`src/rtl/player_fsm_if.sv`:
```
// Turn/status bundle for one duel player.
// The master side (opponent logic or bench) drives the turn inputs.
// The slave side (player_fsm) returns the registered player status.
interface player_fsm_if #(
    parameter int HLT_W = 2,
    parameter int POS_W = 2
);
    logic             en;       // turn enable, active low
    logic             sw;       // turn strobe
    logic [2:0]       act;      // own action
    logic [2:0]       op_act;   // opponent action
    logic [POS_W-1:0] op_pos;   // opponent position
    logic [HLT_W-1:0] hlt;      // current health
    logic [POS_W-1:0] pos;      // current position
    logic             stunned;  // high while stunned
    logic             ko;       // high once knocked out
    logic             hit;      // one-cycle pulse after a damaging turn

    modport master (
        output en, sw, act, op_act, op_pos,
        input  hlt, pos, stunned, ko, hit
    );

    modport slave (
        input  en, sw, act, op_act, op_pos,
        output hlt, pos, stunned, ko, hit
    );
endinterface

```
`src/rtl/player_fsm.sv`:
```
// Per-player duel state engine: health, track position, stun and knock-out.
// Each qualified turn (!en && sw on a rising clock) first applies the player's
// own action, then resolves the opponent's punch or kick against the updated
// position, and finally updates the ALIVE/STUN/KO state.
// Optional feature: define BLOCK_EN to make action 7 a block that halves
// incoming damage; without it, action 7 behaves exactly like "none".
module player_fsm #(
    parameter int HLT_W      = 2,
    parameter int MAX_HLT    = 3,
    parameter int POS_W      = 2,
    parameter int NUM_POS    = 3,
    parameter int PUNCH_DMG  = 2,
    parameter int KICK_DMG   = 1,
    parameter int STUN_TURNS = 2
) (
    input logic         i_clk,
    input logic         i_rst,
    player_fsm_if.slave bus
);

    typedef enum logic [2:0] {
        ACT_NONE = 3'd0,
        ACT_J    = 3'd1,
        ACT_K    = 3'd2,
        ACT_P    = 3'd3,
        ACT_W    = 3'd4,
        ACT_MF   = 3'd5,
        ACT_MB   = 3'd6,
        ACT_BLK  = 3'd7
    } act_e;

    typedef enum logic [1:0] {
        ST_ALIVE = 2'd0,
        ST_STUN  = 2'd1,
        ST_KO    = 2'd2
    } state_e;

    localparam int SC_W = (STUN_TURNS > 0) ? $clog2(STUN_TURNS + 1) : 1;

    localparam logic [HLT_W-1:0] MAX_V   = HLT_W'(MAX_HLT);
    localparam logic [HLT_W:0]   PUNCH_V = (HLT_W+1)'(PUNCH_DMG);
    localparam logic [HLT_W:0]   KICK_V  = (HLT_W+1)'(KICK_DMG);
    localparam logic [POS_W-1:0] FRONT   = POS_W'(NUM_POS - 1);
    localparam logic [SC_W-1:0]  STUN_V  = SC_W'(STUN_TURNS);

`ifdef BLOCK_EN
    localparam bit BLK_ON = 1'b1;
`else
    localparam bit BLK_ON = 1'b0;
`endif

    state_e           r_state,  w_state_nxt;
    logic [HLT_W-1:0] r_hlt,    w_hlt_nxt;
    logic [POS_W-1:0] r_pos,    w_pos_nxt;
    act_e             r_prev_act, w_prev_nxt;
    logic [SC_W-1:0]  r_stun_cnt, w_cnt_nxt;
    logic             r_hit,    w_hit_nxt;

    logic             w_turn;
    act_e             w_act_in;
    act_e             w_eff;
    logic [HLT_W-1:0] w_h1;
    logic [HLT_W-1:0] w_h2;
    logic [POS_W-1:0] w_p1;
    logic [HLT_W:0]   w_dmg;
    logic             w_punch_rng;
    logic             w_kick_rng;
    logic             w_dodge;
    logic             w_block;

    assign w_turn   = !bus.en && bus.sw;
    // Without the block feature, action 7 collapses onto "none" at the input.
    assign w_act_in = (!BLK_ON && (bus.act == 3'd7)) ? ACT_NONE : act_e'(bus.act);

    // State register: synchronous reset wins over any turn in the same cycle.
    always_ff @(posedge i_clk) begin
        // NOTE: sequential state uses non-blocking assignments so every register samples the pre-edge values.
        if (i_rst) begin
            r_state    <= ST_ALIVE;
            r_hlt      <= MAX_V;
            r_pos      <= '0;
            r_prev_act <= ACT_NONE;
            r_stun_cnt <= '0;
            r_hit      <= 1'b0;
        end else begin
            r_state    <= w_state_nxt;
            r_hlt      <= w_hlt_nxt;
            r_pos      <= w_pos_nxt;
            r_prev_act <= w_prev_nxt;
            r_stun_cnt <= w_cnt_nxt;
            r_hit      <= w_hit_nxt;
        end
    end

    // Turn resolution: own update, then hit resolution on the updated position, then state update.
    always_comb begin
        // NOTE: every combinational output is defaulted first so no path leaves it unassigned (no latch).
        w_state_nxt = r_state;
        w_hlt_nxt   = r_hlt;
        w_pos_nxt   = r_pos;
        w_prev_nxt  = r_prev_act;
        w_cnt_nxt   = r_stun_cnt;
        w_hit_nxt   = 1'b0;
        w_eff       = ACT_NONE;
        w_h1        = r_hlt;
        w_h2        = r_hlt;
        w_p1        = r_pos;
        w_dmg       = '0;
        w_punch_rng = 1'b0;
        w_kick_rng  = 1'b0;
        w_dodge     = 1'b0;
        w_block     = 1'b0;

        if (w_turn && (r_state != ST_KO)) begin
            // A stunned player acts as if it chose "none".
            w_eff = (r_state == ST_ALIVE) ? w_act_in : ACT_NONE;

            // Own update: heal on a second consecutive wait, then movement.
            if ((w_eff == ACT_W) && (r_prev_act == ACT_W) && (r_hlt < MAX_V))
                w_h1 = r_hlt + HLT_W'(1);
            if ((w_eff == ACT_MF) && (r_pos < FRONT))
                w_p1 = r_pos + POS_W'(1);
            else if ((w_eff == ACT_MB) && (r_pos != '0))
                w_p1 = r_pos - POS_W'(1);

            w_punch_rng = (w_p1 == FRONT) && (bus.op_pos == FRONT);
            w_kick_rng  = ((w_p1 == FRONT) && (bus.op_pos != '0)) ||
                          ((bus.op_pos == FRONT) && (w_p1 != '0));
            w_dodge     = (w_eff == ACT_J) || (w_eff == ACT_MB);
            w_block     = BLK_ON && (w_eff == ACT_BLK);
            w_pos_nxt   = w_p1;

            // Hit resolution; a counter pushes this player one step back.
            if ((bus.op_act == 3'(ACT_P)) && w_punch_rng) begin
                if (w_eff == ACT_P)
                    w_pos_nxt = (w_p1 != '0) ? (w_p1 - POS_W'(1)) : '0;
                else if (!w_dodge)
                    w_dmg = w_block ? (PUNCH_V >> 1) : PUNCH_V;
            end else if ((bus.op_act == 3'(ACT_K)) && w_kick_rng) begin
                if (w_eff == ACT_K)
                    w_pos_nxt = (w_p1 != '0) ? (w_p1 - POS_W'(1)) : '0;
                else if (w_dodge || ((w_eff == ACT_P) && w_punch_rng))
                    w_dmg = '0;
                else
                    w_dmg = w_block ? (KICK_V >> 1) : KICK_V;
            end

            // Damage saturates at zero health.
            w_h2      = ({1'b0, w_h1} > w_dmg) ? (w_h1 - w_dmg[HLT_W-1:0]) : '0;
            w_hlt_nxt = w_h2;
            w_hit_nxt = (w_dmg != '0);
            w_prev_nxt = w_eff;

            // State update: KO beats stun; fresh damage reloads the stun counter.
            if (w_h2 == '0) begin
                w_state_nxt = ST_KO;
                w_cnt_nxt   = '0;
            end else if ((w_dmg != '0) && (STUN_TURNS > 0)) begin
                w_state_nxt = ST_STUN;
                w_cnt_nxt   = STUN_V;
            end else if (r_state == ST_STUN) begin
                w_cnt_nxt = r_stun_cnt - SC_W'(1);
                if (r_stun_cnt == SC_W'(1))
                    w_state_nxt = ST_ALIVE;
            end
        end
    end

    assign bus.hlt     = r_hlt;
    assign bus.pos     = r_pos;
    assign bus.stunned = (r_state == ST_STUN);
    assign bus.ko      = (r_state == ST_KO);
    assign bus.hit     = r_hit;

endmodule

```
`src/flat_wrapper.sv`:
```
// flat-port wrapper written by rule: the top's interface ports become plain ports
module player_fsm_flat 
#(
    parameter int HLT_W      = 2,
    parameter int MAX_HLT    = 3,
    parameter int POS_W      = 2,
    parameter int NUM_POS    = 3,
    parameter int PUNCH_DMG  = 2,
    parameter int KICK_DMG   = 1,
    parameter int STUN_TURNS = 2
)
  (i_clk, i_rst, bus_en, bus_sw, bus_act, bus_op_act, bus_op_pos, bus_hlt, bus_pos, bus_stunned, bus_ko, bus_hit);
  player_fsm_if #(.HLT_W(HLT_W), .POS_W(POS_W)) bus_i ();
  input logic i_clk;
  input logic i_rst;
  input wire logic [$bits(bus_i.en)-1:0] bus_en;
  input wire logic [$bits(bus_i.sw)-1:0] bus_sw;
  input wire logic [$bits(bus_i.act)-1:0] bus_act;
  input wire logic [$bits(bus_i.op_act)-1:0] bus_op_act;
  input wire logic [$bits(bus_i.op_pos)-1:0] bus_op_pos;
  output wire logic [$bits(bus_i.hlt)-1:0] bus_hlt;
  output wire logic [$bits(bus_i.pos)-1:0] bus_pos;
  output wire logic [$bits(bus_i.stunned)-1:0] bus_stunned;
  output wire logic [$bits(bus_i.ko)-1:0] bus_ko;
  output wire logic [$bits(bus_i.hit)-1:0] bus_hit;
  assign bus_i.en = bus_en;
  assign bus_i.sw = bus_sw;
  assign bus_i.act = bus_act;
  assign bus_i.op_act = bus_op_act;
  assign bus_i.op_pos = bus_op_pos;
  assign bus_hlt = bus_i.hlt;
  assign bus_pos = bus_i.pos;
  assign bus_stunned = bus_i.stunned;
  assign bus_ko = bus_i.ko;
  assign bus_hit = bus_i.hit;
  player_fsm #(.HLT_W(HLT_W), .MAX_HLT(MAX_HLT), .POS_W(POS_W), .NUM_POS(NUM_POS), .PUNCH_DMG(PUNCH_DMG), .KICK_DMG(KICK_DMG), .STUN_TURNS(STUN_TURNS)) u_core (.i_clk(i_clk), .i_rst(i_rst), .bus(bus_i));
endmodule
```
`config.mk`:
```
export PLATFORM = sky130hd
export DESIGN_NAME = player_fsm_flat
export DESIGN_NICKNAME = d
export VERILOG_FILES = /design/src/rtl/player_fsm_if.sv /design/src/rtl/player_fsm.sv /design/src/flat_wrapper.sv
export SDC_FILE = /design/constraint.sdc
export NUM_CORES = 1
export LEC_CHECK = 0
export CORE_AREA = 2 2 51 53
export CTS_BUF_LIST = sky130_fd_sc_hd__clkbuf_16
export DETAILED_ROUTE_END_ITERATION = 6
export DIE_AREA = 0 0 53 55
export PLACE_DENSITY = 0.74
export SLEW_MARGIN = 15
export SYNTH_ARGS = -nofsm -noshare
export SYNTH_HDL_FRONTEND = slang
export SYNTH_SLANG_ARGS = --single-unit
```
`constraint.sdc`:
```
create_clock -name i_clk -period 3.1 [get_ports i_clk]
set_clock_uncertainty 0.05 [all_clocks]
set_input_delay 0.31 -clock i_clk [delete_from_list [all_inputs] [get_ports i_clk]]
set_output_delay 0.31 -clock i_clk [all_outputs]
set_load 0.005 [all_outputs]
```
## Word level (Yosys, flattened, before mapping)

Cells that the tools add are included.
Widths: inputs -> output; s select.

| storage, ports and cells | value |
|---|---|
| register bits after elaboration | 12 |
| bits in latches | 0 |
| RAM bits | 0 |
| ROM bits | 0 |
| input bits | 12 |
| word-level logic and storage cells | 86 |
| memories | 0 |

| cells by class | value |
|---|---|
| add/sub/neg operators | 6 |
| multipliers | 0 |
| div/mod/pow operators | 0 |
| magnitude comparators | 3 |
| equal/unequal tests | 16 |
| shift-type cells | 0 |
| mux-type cells | 27 |
| bitwise operators | 1 |
| reductions and logical operators | 27 |

Operator list:

| operator | number |
|---|---|
| $mux 2 | 19 |
| $mux 3 | 7 |
| $eq 3x3->1 const B | 5 |
| $eq 3x2->1 const B | 4 |
| $logic_and 1x1->1 | 12 |
| $reduce_bool 3->1 | 3 |
| $eq 2x2->1 const B | 3 |
| $reduce_bool 2->1 | 3 |
| $sub 2x1->2 const B | 3 |
| $add 2x1->2 const B | 2 |
| $eq 2x1->1 const B | 2 |
| $logic_not 2->1 | 2 |
| $lt 2x2->1 const B | 2 |
| $eq 3x1->1 const B | 1 |
| $gt 2x3->1 | 1 |
| $logic_or 1x1->1 | 3 |
| $reduce_and 3->1 | 1 |
| $ne 2x2->1 const B | 1 |
| $reduce_and 2->1 | 1 |
| $reduce_or 2->1 | 1 |
| $sub 2x2->2 | 1 |
| $logic_not 1->1 | 1 |
| $mux 1 | 1 |
| $not 1->1 | 1 |

## Longest topological paths before layout

Gate-level depths: netlist (run 1).

| logic depth | value |
|---|---|
| word-level depth | 22 |
| gate-level depth with buffers | 13 |
| mapped depth without buffers | 13 |

## Worst setup path before layout (run 1)

OpenSTA, ideal clock, no wires.

| path | value |
|---|---|
| kind | reg-to-reg |
| start | register u_core.r_pos[0] (netlist: u_core.bus.pos[0]) |
| end | register u_core.r_stun_cnt[1] |
| data arrival time | 3.250 ns |
| data required time | 2.964 ns |
| path slack | -0.286 ns |
| stages on the path, launching flop included | 14 |
| buffers on the path | 0 |
| clock period less this slack | 3.386 ns |
| cells stage by stage | dfxtp_1 -> inv_1 -> ha_1 -> or3b_2 -> o2111ai_2 -> a41oi_2 -> a2111oi_4 -> ha_1 -> fa_1 -> o21ai_0 -> nand2b_1 -> o21ai_0 -> a21oi_1 -> a211oi_1 |

| on the way | value |
|---|---|
| cells in the longest elaborated chain, start to end | 19 |
| elaborated cells on any way between the ends | 33 |
| those cells by class | add/sub (3); order compare (2); eq/ne (1); mux (11); reduce/logical (16) |

Ends and longest elaborated chain:

| what | line | text |
|---|---|---|
| start: declaration | player_fsm.sv:54 | `logic [POS_W-1:0] r_pos, w_pos_nxt;` |
| start signal: assignment | player_fsm.sv:88 | `r_pos <= w_pos_nxt;` |
| branches (longest 3 deep; another with $sub 2x1->2) | n/a |  |
| $mux 2 (*) | player_fsm.sv:121 | `if ((w_eff == ACT_MF) && (r_pos < FRONT))` |
| $mux 2 (*) | player_fsm.sv:114 | `if (w_turn && (r_state != ST_KO)) begin` |
| $eq 2x2->1 | player_fsm.sv:126, player_fsm.sv:127 |  |
| $logic_and 1x1->1 | player_fsm.sv:126 | `w_punch_rng = (w_p1 == FRONT) && (bus.op_pos == FRONT);` |
| $logic_and 1x1->1 | player_fsm.sv:142 | `else if (w_dodge \|\| ((w_eff == ACT_P) && w_punch_rng))` |
| $logic_or 1x1->1 | player_fsm.sv:142 |  |
| $mux 1 | player_fsm.sv:142 |  |
| $mux 3 | player_fsm.sv:140 | `if (w_eff == ACT_K)` |
| $mux 3 | player_fsm.sv:139 | `end else if ((bus.op_act == 3'(ACT_K)) && w_kick_rng) begin` |
| $mux 3 (*) | player_fsm.sv:134 | `if ((bus.op_act == 3'(ACT_P)) && w_punch_rng) begin` |
| $mux 3 (*) | player_fsm.sv:114 |  |
| $gt 2x3->1 or $sub 2x2->2 (tied branches) | player_fsm.sv:149 | `w_h2 = ({1'b0, w_h1} > w_dmg) ? (w_h1 - w_dmg[HLT_W-1:0]) : '0;` |
| $mux 2 | player_fsm.sv:149 |  |
| $logic_not 2->1 | player_fsm.sv:155 | `if (w_h2 == '0) begin` |
| $reduce_bool 3->1 (no source line) | n/a |  |
| $reduce_and 2->1 (no source line) | n/a |  |
| end signal: assignment | player_fsm.sv:90 | `r_stun_cnt <= w_cnt_nxt;` |
| end: declaration | player_fsm.sv:56 | `logic [SC_W-1:0] r_stun_cnt, w_cnt_nxt;` |

Mark *: on every way between the ends. The select of a mux whose other input is x is not followed.
A chain may end at the register's enable or synchronous reset.

## Worst setup path after layout (run 1)

Ends and elaborated chain as after synthesis.

==> flow_summary.toml, run 1 <==
[synthesis]
synth_top_cell_area_share = 0.222
synth_edf_count = 0
synth.distinct_cells = 51
flip_flop_and_latch_count_after_synthesis = 12
synth_area_um2 = 1080
yosysSeqAreaShare = 0.222
synth_top_cell_by_area = "sky130_fd_sc_hd__dfxtp_1"
synth_top_cells_by_area = "sky130_fd_sc_hd__dfxtp_1 (22%), sky130_fd_sc_hd__ha_1 (5.8%), sky130_fd_sc_hd__nand2_1 (4.9%)"
synthFlopType = "sky130_fd_sc_hd__dfxtp_1"
synth_area_per_cell_um2 = 8.79
syn_nets = 141
postSynthCellCount = 123
async_flop_share = 0
ys_warn_count = 0

[worst_setup_path]
timing.critical_path.required_ns = 3.16
cp.buffers_inverters = 1
critical-path-top-delay-family = "compound AO/OA/AOI/OAI gates"
worstPathCellList = "inv_4 > ha_4 > or3b_4 > o2111ai_4 > a41oi_2 > a2111oi_4 > ha_2 > fa_1 > o21ai_1 > nand2b_1 > o21a_1 > a21oi_1 > a211oi_1"
timing.critical_path.slowest_stage_cell = "sky130_fd_sc_hd__fa_1"
startpoint_type = "flop"
worstPathMaxFanout = 6
arrival_ns = 3.22
cpPeakStageDelay_ns = 0.43
type_of_element_capturing_the_critical_path = "flop"
critical_path_class = "flop to flop"

[clock_network]
num_cts_buffers = 3
cts.clk_slew.worst_paths_ns = 0.05
tritoncts = "done"
clock_insertion_delay_worst_skew_ns = 0.25
total_number_of_h_tree_levels = 1
post_cts_hold_buffer_count = 0
clockRootBuffer = "sky130_fd_sc_hd__clkbuf_16"
clk_path_buf_depth = 2
numClockSinks = 12

[pwr]
powerDensity_nw_per_um2 = 360
max-vdd-ir-drop_mv = 0.285
power.static_leakage_nw = 0.631

[cells_and_area]
num-nets-final = 181
final_cell_mix = "sky130_fd_sc_hd__buf_4 (22), sky130_fd_sc_hd__clkdlybuf4s50_1 (15), sky130_fd_sc_hd__nand2_1 (14)"
count_of_inserted_antenna_diode_cells = 0
area_growth_from_synthesis_to_layout_pct = 44.4
layout-drive-gt1-share = 0.327
layout.cells.non_filler = 192
final_common_cell = "sky130_fd_sc_hd__buf_4"
seq_area_um2 = 248
fillers = 191
total_area_of_multi_input_combinational_cells_um2 = 831

[sta]
layout_setup_ws_ns = -0.0632
grt_setup_unrepaired = "yes"
maxClockFrequency_ghz = 0.316
period_share = 1.02
totalNegativeSetupSlack_ns = -0.108
hold_viol_final = 0
min_period_ns = 3.16
drv_slew = 0
tightest_slew_ns = 0.557
setup-violations-final = 2
worst_slew_margin_rel = 0.627

[route]
drtAntennaViolNets = 0
dr_total_vias = 1121
firstDrtPassIters = 4
dr.first_iter.drc_count = 20
post_drt_via_cell_ratio = 5.84
wirelength_um = 3010
wl_per_cell_um = 15.7
drc_errors = 0

[placement]
dp.cells = 186
finalWeightedCongestion = 0.857
detailed_place_hpwl_um = 2170
io_buffers = 18

[global_route]
groute.usage.overall = 0.217
via_count_of_the_first_global_routing_pass = 1107
grt_antenna_before_repair = 0
grt_max_degree = 17
grt_pass1_wl_um = 4570
global_route.overflow_total = 0

[floorplanning]
core_region_area_um2 = 2360
initial_cell_density_of_the_core = 0.457
floorplan.die.height_um = 55
floorplan.rows = 18
ioPinCount = 19
die-area_um2 = 2920
die_x_um = 53

[outcome]
status = "complete, but fails checks"
failed_checks = "setup timing"

[run]
timing.max_cap.violations = 0

[hold_path]
worstHoldPathType = "flop to flop"
[cell families after synthesis]
family                   Yosys count  synth area share
XOR/XNOR                           2            0.0232
AO/OA/AOI/OAI                     37             0.271
adder cells (fa/ha/maj)            6            0.0764
AND/OR/NAND/NOR                   50             0.291
multiplexers                       5            0.0498
buffers and inverters             11            0.0671
flip-flops                        12             0.222
[synth_stat cells, types with 2 or more instances]
master                       n
sky130_fd_sc_hd__nand4_1     2
sky130_fd_sc_hd__nand2_1    14
sky130_fd_sc_hd__nor2b_1     4
sky130_fd_sc_hd__inv_1       6
sky130_fd_sc_hd__dfxtp_1    12
sky130_fd_sc_hd__or3b_1      2
sky130_fd_sc_hd__nor3b_1     3
sky130_fd_sc_hd__o21ai_0     7
sky130_fd_sc_hd__mux2i_1     2
sky130_fd_sc_hd__and2b_2     3
sky130_fd_sc_hd__nor3b_2     2
sky130_fd_sc_hd__nor2_1      4
sky130_fd_sc_hd__buf_6       2
sky130_fd_sc_hd__o21a_1      2
sky130_fd_sc_hd__nor3_1      3
sky130_fd_sc_hd__o2111ai_1   2
sky130_fd_sc_hd__ha_1        5
sky130_fd_sc_hd__a21oi_1     9
sky130_fd_sc_hd__or3b_2      2
sky130_fd_sc_hd__a31oi_1     2
sky130_fd_sc_hd__nand3_1     3
sky130_fd_sc_hd__mux2_2      3
[metrics by stage]
step           utilization  instance area [um2]  hold WS (ns)  total power (W)  worst slack [ns]
2_1_floorplan            -                 1110         0.377         0.000252           -0.0239
3_3_place_gp         0.606                 1430         0.392         0.000308            -0.325
3_5_place_dp         0.606                 1430         0.399         0.000311            -0.403
4_1_cts              0.642                 1520         0.405         0.000554            -0.110
5_1_grt              0.660                 1560         0.433         0.000583            -0.158
6_report             0.660                 1560         0.404         0.000562           -0.0632
[cell type report]
cell class	count	area share
Multi-Input combinational cell	100	0.532
Clock inverter	1	0.00240
Sequential cell	12	0.159
Inverter	6	0.0160
Clock buffer	3	0.0481
Timing Repair Buffer	40	0.219
Tap cell	30	0.0240
[routing by layer]
layer,up-vias,routed length (um),share of wire,global-route usage
met5,-,0,0,0
met4,0,70,0.023,0.0983
met3,7,79,0.026,0.0269
met2,28,1590,0.53,0.435
met1,541,1270,0.42,0.223
li1,545,-,-,-
[worst min-delay path, delay by kind of cell (launching register included)]
kind / cells / cell delay [ns]
DFF: 1 / 0.30
and+or+nand+nor: 1 / 0.05
AOI/OAI and AO/OA: 1 / 0.05
[where the power goes]
part | total, W | internal, W | switching [W] | leakage (nW)
Sequential | 0.000167 | 0.000161 | 0.00000598 | 0.0991
Clock | 0.000245 | 0.000170 | 0.0000744 | 0.0385
Combinational | 0.000151 | 0.0000761 | 0.0000746 | 0.494
Total | 0.000562 | 0.000407 | 0.000155 | 0.631
[flip-flops by register name (all words and copies together), names as in the netlist]
name / flops
u_core.bus.pos: 2
u_core.r_prev_act: 3
u_core.bus.hlt: 2
u_core.r_stun_cnt: 2
u_core.r_state: 2
u_core.bus.hit: 1
[final timing paths]
path | start | end | slack [ns] | cells after the start
hold / removal | u_core.r_prev_act[1] | u_core.r_prev_act[1] | 0.40 | 2
setup / recovery | u_core.bus.pos[0] | u_core.r_stun_cnt[1] | -0.06 | 13
setup reg to reg | u_core.bus.pos[0] | u_core.r_stun_cnt[1] | -0.06 | 13
hold reg to reg | u_core.r_prev_act[1] | u_core.r_prev_act[1] | 0.40 | 2
[what timing repair did]
action	4_1_cts	5_1_grt
gates resized for setup	5	5
pin swaps	12	6
gates cloned	0	0
endpoints found under the setup margin	4	5
buffers inserted	1	1
(Power assumes the default switching activity.)
==> inputs of run 2 (changes only) <==
--- a/config.mk
+++ b/config.mk
@@ -5,6 +5,7 @@
 export SDC_FILE = /design/constraint.sdc
 export NUM_CORES = 1
 export LEC_CHECK = 0
+export ABC_CLOCK_PERIOD_IN_PS = 3100
 export CORE_AREA = 2 2 51 53
 export CTS_BUF_LIST = sky130_fd_sc_hd__clkbuf_16
 export DETAILED_ROUTE_END_ITERATION = 6
==> results of run 2 <==
No change in the layout: final DEF, timing and power equal those of run 1.
==> inputs of run 3 (changes only) <==
--- a/config.mk
+++ b/config.mk
@@ -5,13 +5,15 @@
 export SDC_FILE = /design/constraint.sdc
 export NUM_CORES = 1
 export LEC_CHECK = 0
+export ABC_AREA = 1
 export ABC_CLOCK_PERIOD_IN_PS = 3100
 export CORE_AREA = 2 2 51 53
 export CTS_BUF_LIST = sky130_fd_sc_hd__clkbuf_16
 export DETAILED_ROUTE_END_ITERATION = 6
 export DIE_AREA = 0 0 53 55
-export PLACE_DENSITY = 0.74
+export PLACE_DENSITY = 0.71
 export SLEW_MARGIN = 15
 export SYNTH_ARGS = -nofsm -noshare
 export SYNTH_HDL_FRONTEND = slang
 export SYNTH_SLANG_ARGS = --single-unit
+export TNS_END_PERCENT = 50
==> run 3 against run 2 <==
Net effect: the flow now finishes without violations; synthesized cell count grew 28%; final cell count rose by 21%; worst setup slack improved by 0.33 ns; clock power down 2%; maximum frequency rose by 12%; routed wire length decreased by 12%; clock-buffer cell count stayed put; critical path depth up 7; largest power group unchanged; highest routed layer unchanged.
==> flow_summary.toml, run 3 <==
[outcome]
status = "completed"

[worst_setup_path]
crit_path_frequent_cell = "sky130_fd_sc_hd__nand2_1"
type_of_element_capturing_the_critical_path = "flop"
startpoint_type = "flop"
arrival_ns = 2.92
timing.critical_path.required_ns = 3.19
worstPathMaxFanout = 4
crit-reg2reg-launch = "u_core.r_state[1]"
critical_path.startpoint = "u_core.r_state[1]"
critical_path_class = "flop to flop"
timing.reg2reg.setup_slack_ns = 0.27
worstPathCellList = "nor2_4 > buf_4 > nand4_1 > o21ai_1 > nand3_2 > o21ai_1 > nor2_1 > nand2_2 > inv_1 > ha_1 > fa_1 > inv_1 > o21ai_2 > nor2_1 > nand3_2 > nand2_2 > inv_2 > nand2_1 > nand2_1 > nand2_1"
timing.critical_path.slowest_stage_cell = "sky130_fd_sc_hd__fa_1"
cpPeakStageDelay_ns = 0.48
worstSetupEndpoint = "u_core.r_state[1]"
rr_worst_depth = 20
crit-reg2reg-capture = "u_core.r_state[1]"

[synthesis]
synth_area_um2 = 1020
synth_top_cells_by_count = "sky130_fd_sc_hd__nand2_1 (29), sky130_fd_sc_hd__inv_1 (26), sky130_fd_sc_hd__nor2_1 (17)"
ys_warn_count = 0
synth_most_common_cell = "sky130_fd_sc_hd__nand2_1"
async_flop_share = 0
synthFlopType = "sky130_fd_sc_hd__dfxtp_1"
postSynthCellCount = 157
synth_area_per_cell_um2 = 6.49
flip_flop_and_latch_count_after_synthesis = 12
synth_top_cell_area_share = 0.236
synth_top_cells_by_area = "sky130_fd_sc_hd__dfxtp_1 (24%), sky130_fd_sc_hd__nand2_1 (11%), sky130_fd_sc_hd__inv_1 (9.6%)"
synth_edf_count = 0
yosysSeqAreaShare = 0.236
synth_top_cell_by_area = "sky130_fd_sc_hd__dfxtp_1"
syn_nets = 175
synth.distinct_cells = 30

[cells_and_area]
area_growth_from_synthesis_to_layout_pct = 48.8
count_of_inserted_antenna_diode_cells = 0
final_cell_mix = "sky130_fd_sc_hd__nand2_1 (29), sky130_fd_sc_hd__inv_1 (26), sky130_fd_sc_hd__buf_4 (25)"
layout-drive-gt1-share = 0.302
final_common_cell = "sky130_fd_sc_hd__nand2_1"
largest_register_ffs = 3
num-nets-final = 221
top_reg_by_flops = "u_core.r_prev_act"

[route]
wl_per_cell_um = 11.3
wirelength_um = 2630
post_drt_via_cell_ratio = 4.73
drc_errors = 0
dr.first_iter.drc_count = 26
drtAntennaViolNets = 0
firstDrtPassIters = 4
dr_total_vias = 1098

[pwr]
power.switching_w = 0.000137
power.static_leakage_nw = 0.801
clock_power_share = 0.457
switching_share = 0.259
powerDensity_nw_per_um2 = 349
power_report.internal_total_w = 0.000391
max-vdd-ir-drop_mv = 0.296
power.combinational.fraction = 0.230
pwr-share-seq = 0.313

[global_route]
global_route.overflow_total = 0
grt_antenna_before_repair = 0
grt_max_degree = 16
groute.usage.overall = 0.207
grt_pass1_wl_um = 4410
via_count_of_the_first_global_routing_pass = 1105

[clock_network]
numClockSinks = 12
post_cts_hold_buffer_count = 0
clk_path_buf_depth = 2
num_cts_buffers = 3
tritoncts = "done"
total_number_of_h_tree_levels = 1
cts.clk_slew.worst_paths_ns = 0.04
clockRootBuffer = "sky130_fd_sc_hd__clkbuf_16"
clock_insertion_delay_worst_skew_ns = 0.24

[floorplanning]
die_x_um = 53
die-area_um2 = 2920
floorplan.die.height_um = 55
ioPinCount = 19
floorplan.rows = 18
core_region_area_um2 = 2360
initial_cell_density_of_the_core = 0.431

[hold_path]
worstHoldPathType = "flop to flop"
hold-path-cell-count = 2

[sta]
worst_slew_margin_rel = 0.614
maxClockFrequency_ghz = 0.353
layout_setup_ws_ns = 0.271
hold_worst_slack_ns = 0.451
hold_viol_final = 0
tightest_slew_ns = 0.577
totalNegativeSetupSlack_ns = 0
period_share = 0.913
grt_setup_unrepaired = "no"
drv_slew = 0
min_period_ns = 2.83
setup-violations-final = 0

[run]
timing.max_cap.violations = 0

[placement]
pre_cts_slack_ns = -0.271
finalWeightedCongestion = 0.875
detailed_place_hpwl_um = 2040
io_buffers = 18
[run 3: changes by cell type in the layout (fill, tap and decap cells not counted), sizes merged, moves of 4 or more]
cell / change
inv: +25
nand2: +25
nand3: +13
nor2: +17
nor2b: -4
nor3b: -5
or3b: -4
[run 3: final cells by class]
type,count,area [um2]
flip-flops and latches,12,243
repair buffers,43,375
clock buffers,3,75.1
fillers,214,850
clock inverters,1,3.75
well taps,30,37.5
inverters,33,125
multi-input cells,110,656
[run 3: layer usage]
metal	vias up	share of wire	global-route usage
li1	585	-	-
met5	-	0	0
met2	10	0.51	0.388
met1	498	0.45	0.235
met4	0	0.019	0.0940
met3	5	0.016	0.0242
[run 3: metrics by stage]
stage | total power [W] | std cells | instance area, um2 | util
floorplan | 0.000227 | 157 | 1020 | -
global placement | 0.000281 | 227 | 1410 | 0.594
detailed placement | 0.000286 | 227 | 1410 | 0.594
CTS | 0.000526 | 231 | 1480 | 0.628
global route | 0.000550 | 232 | 1520 | 0.641
finish | 0.000528 | 232 | 1520 | 0.641
[run 3: critical path: cells and delay by family (launching register included)]
family	cells	cell delay, ns
flip-flops	1	0.34
AO/OA/AOI/OAI	3	0.45
buffers and inverters	4	0.33
AND/OR/NAND/NOR	11	0.90
adder cells (fa/ha/maj)	2	0.66
[run 3: power by group through the flow]
| stage | clock [W] | combinational [W] | sequential (W) |
|---|---|---|---|
| 5_1_grt | 0.000249 | 0.000134 | 0.000166 |
| 4_1_cts | 0.000241 | 0.000120 | 0.000165 |
| 3_3_place_gp | 0 | 0.000114 | 0.000168 |
| 3_5_place_dp | 0 | 0.000117 | 0.000168 |
| 6_report | 0.000241 | 0.000121 | 0.000165 |
| 2_1_floorplan | 0 | 0.0000592 | 0.000168 |
[run 3: logic make-up (layout without fill, tap and decap cells)]
kind of cell	Yosys count	after routing	share of synthesized area
simple gates	86	86	0.448
buf+inv	35	80	0.134
flops	12	12	0.236
compound gates	17	17	0.0921
fa+ha+maj	6	6	0.0811
xor+xnor	1	1	0.00860
[run 3: worst min path at each step]
stage                              start                   end  slack (ns)
finish                 u_core.bus.pos[1]     u_core.bus.pos[1]        0.45
global placement    u_core.r_prev_act[2]  u_core.r_prev_act[2]        0.41
global route           u_core.bus.pos[1]     u_core.bus.pos[1]        0.45
CTS                 u_core.r_prev_act[2]  u_core.r_prev_act[2]        0.45
floorplan           u_core.r_prev_act[2]  u_core.r_prev_act[2]        0.39
detailed placement  u_core.r_prev_act[2]  u_core.r_prev_act[2]        0.42
[run 3: timing repair]
action,4_1_cts,5_1_grt
resized for setup,1,8
pin swaps,0,2
buffers inserted,0,1
gates cloned,0,0
endpoints found under the setup margin,4,4
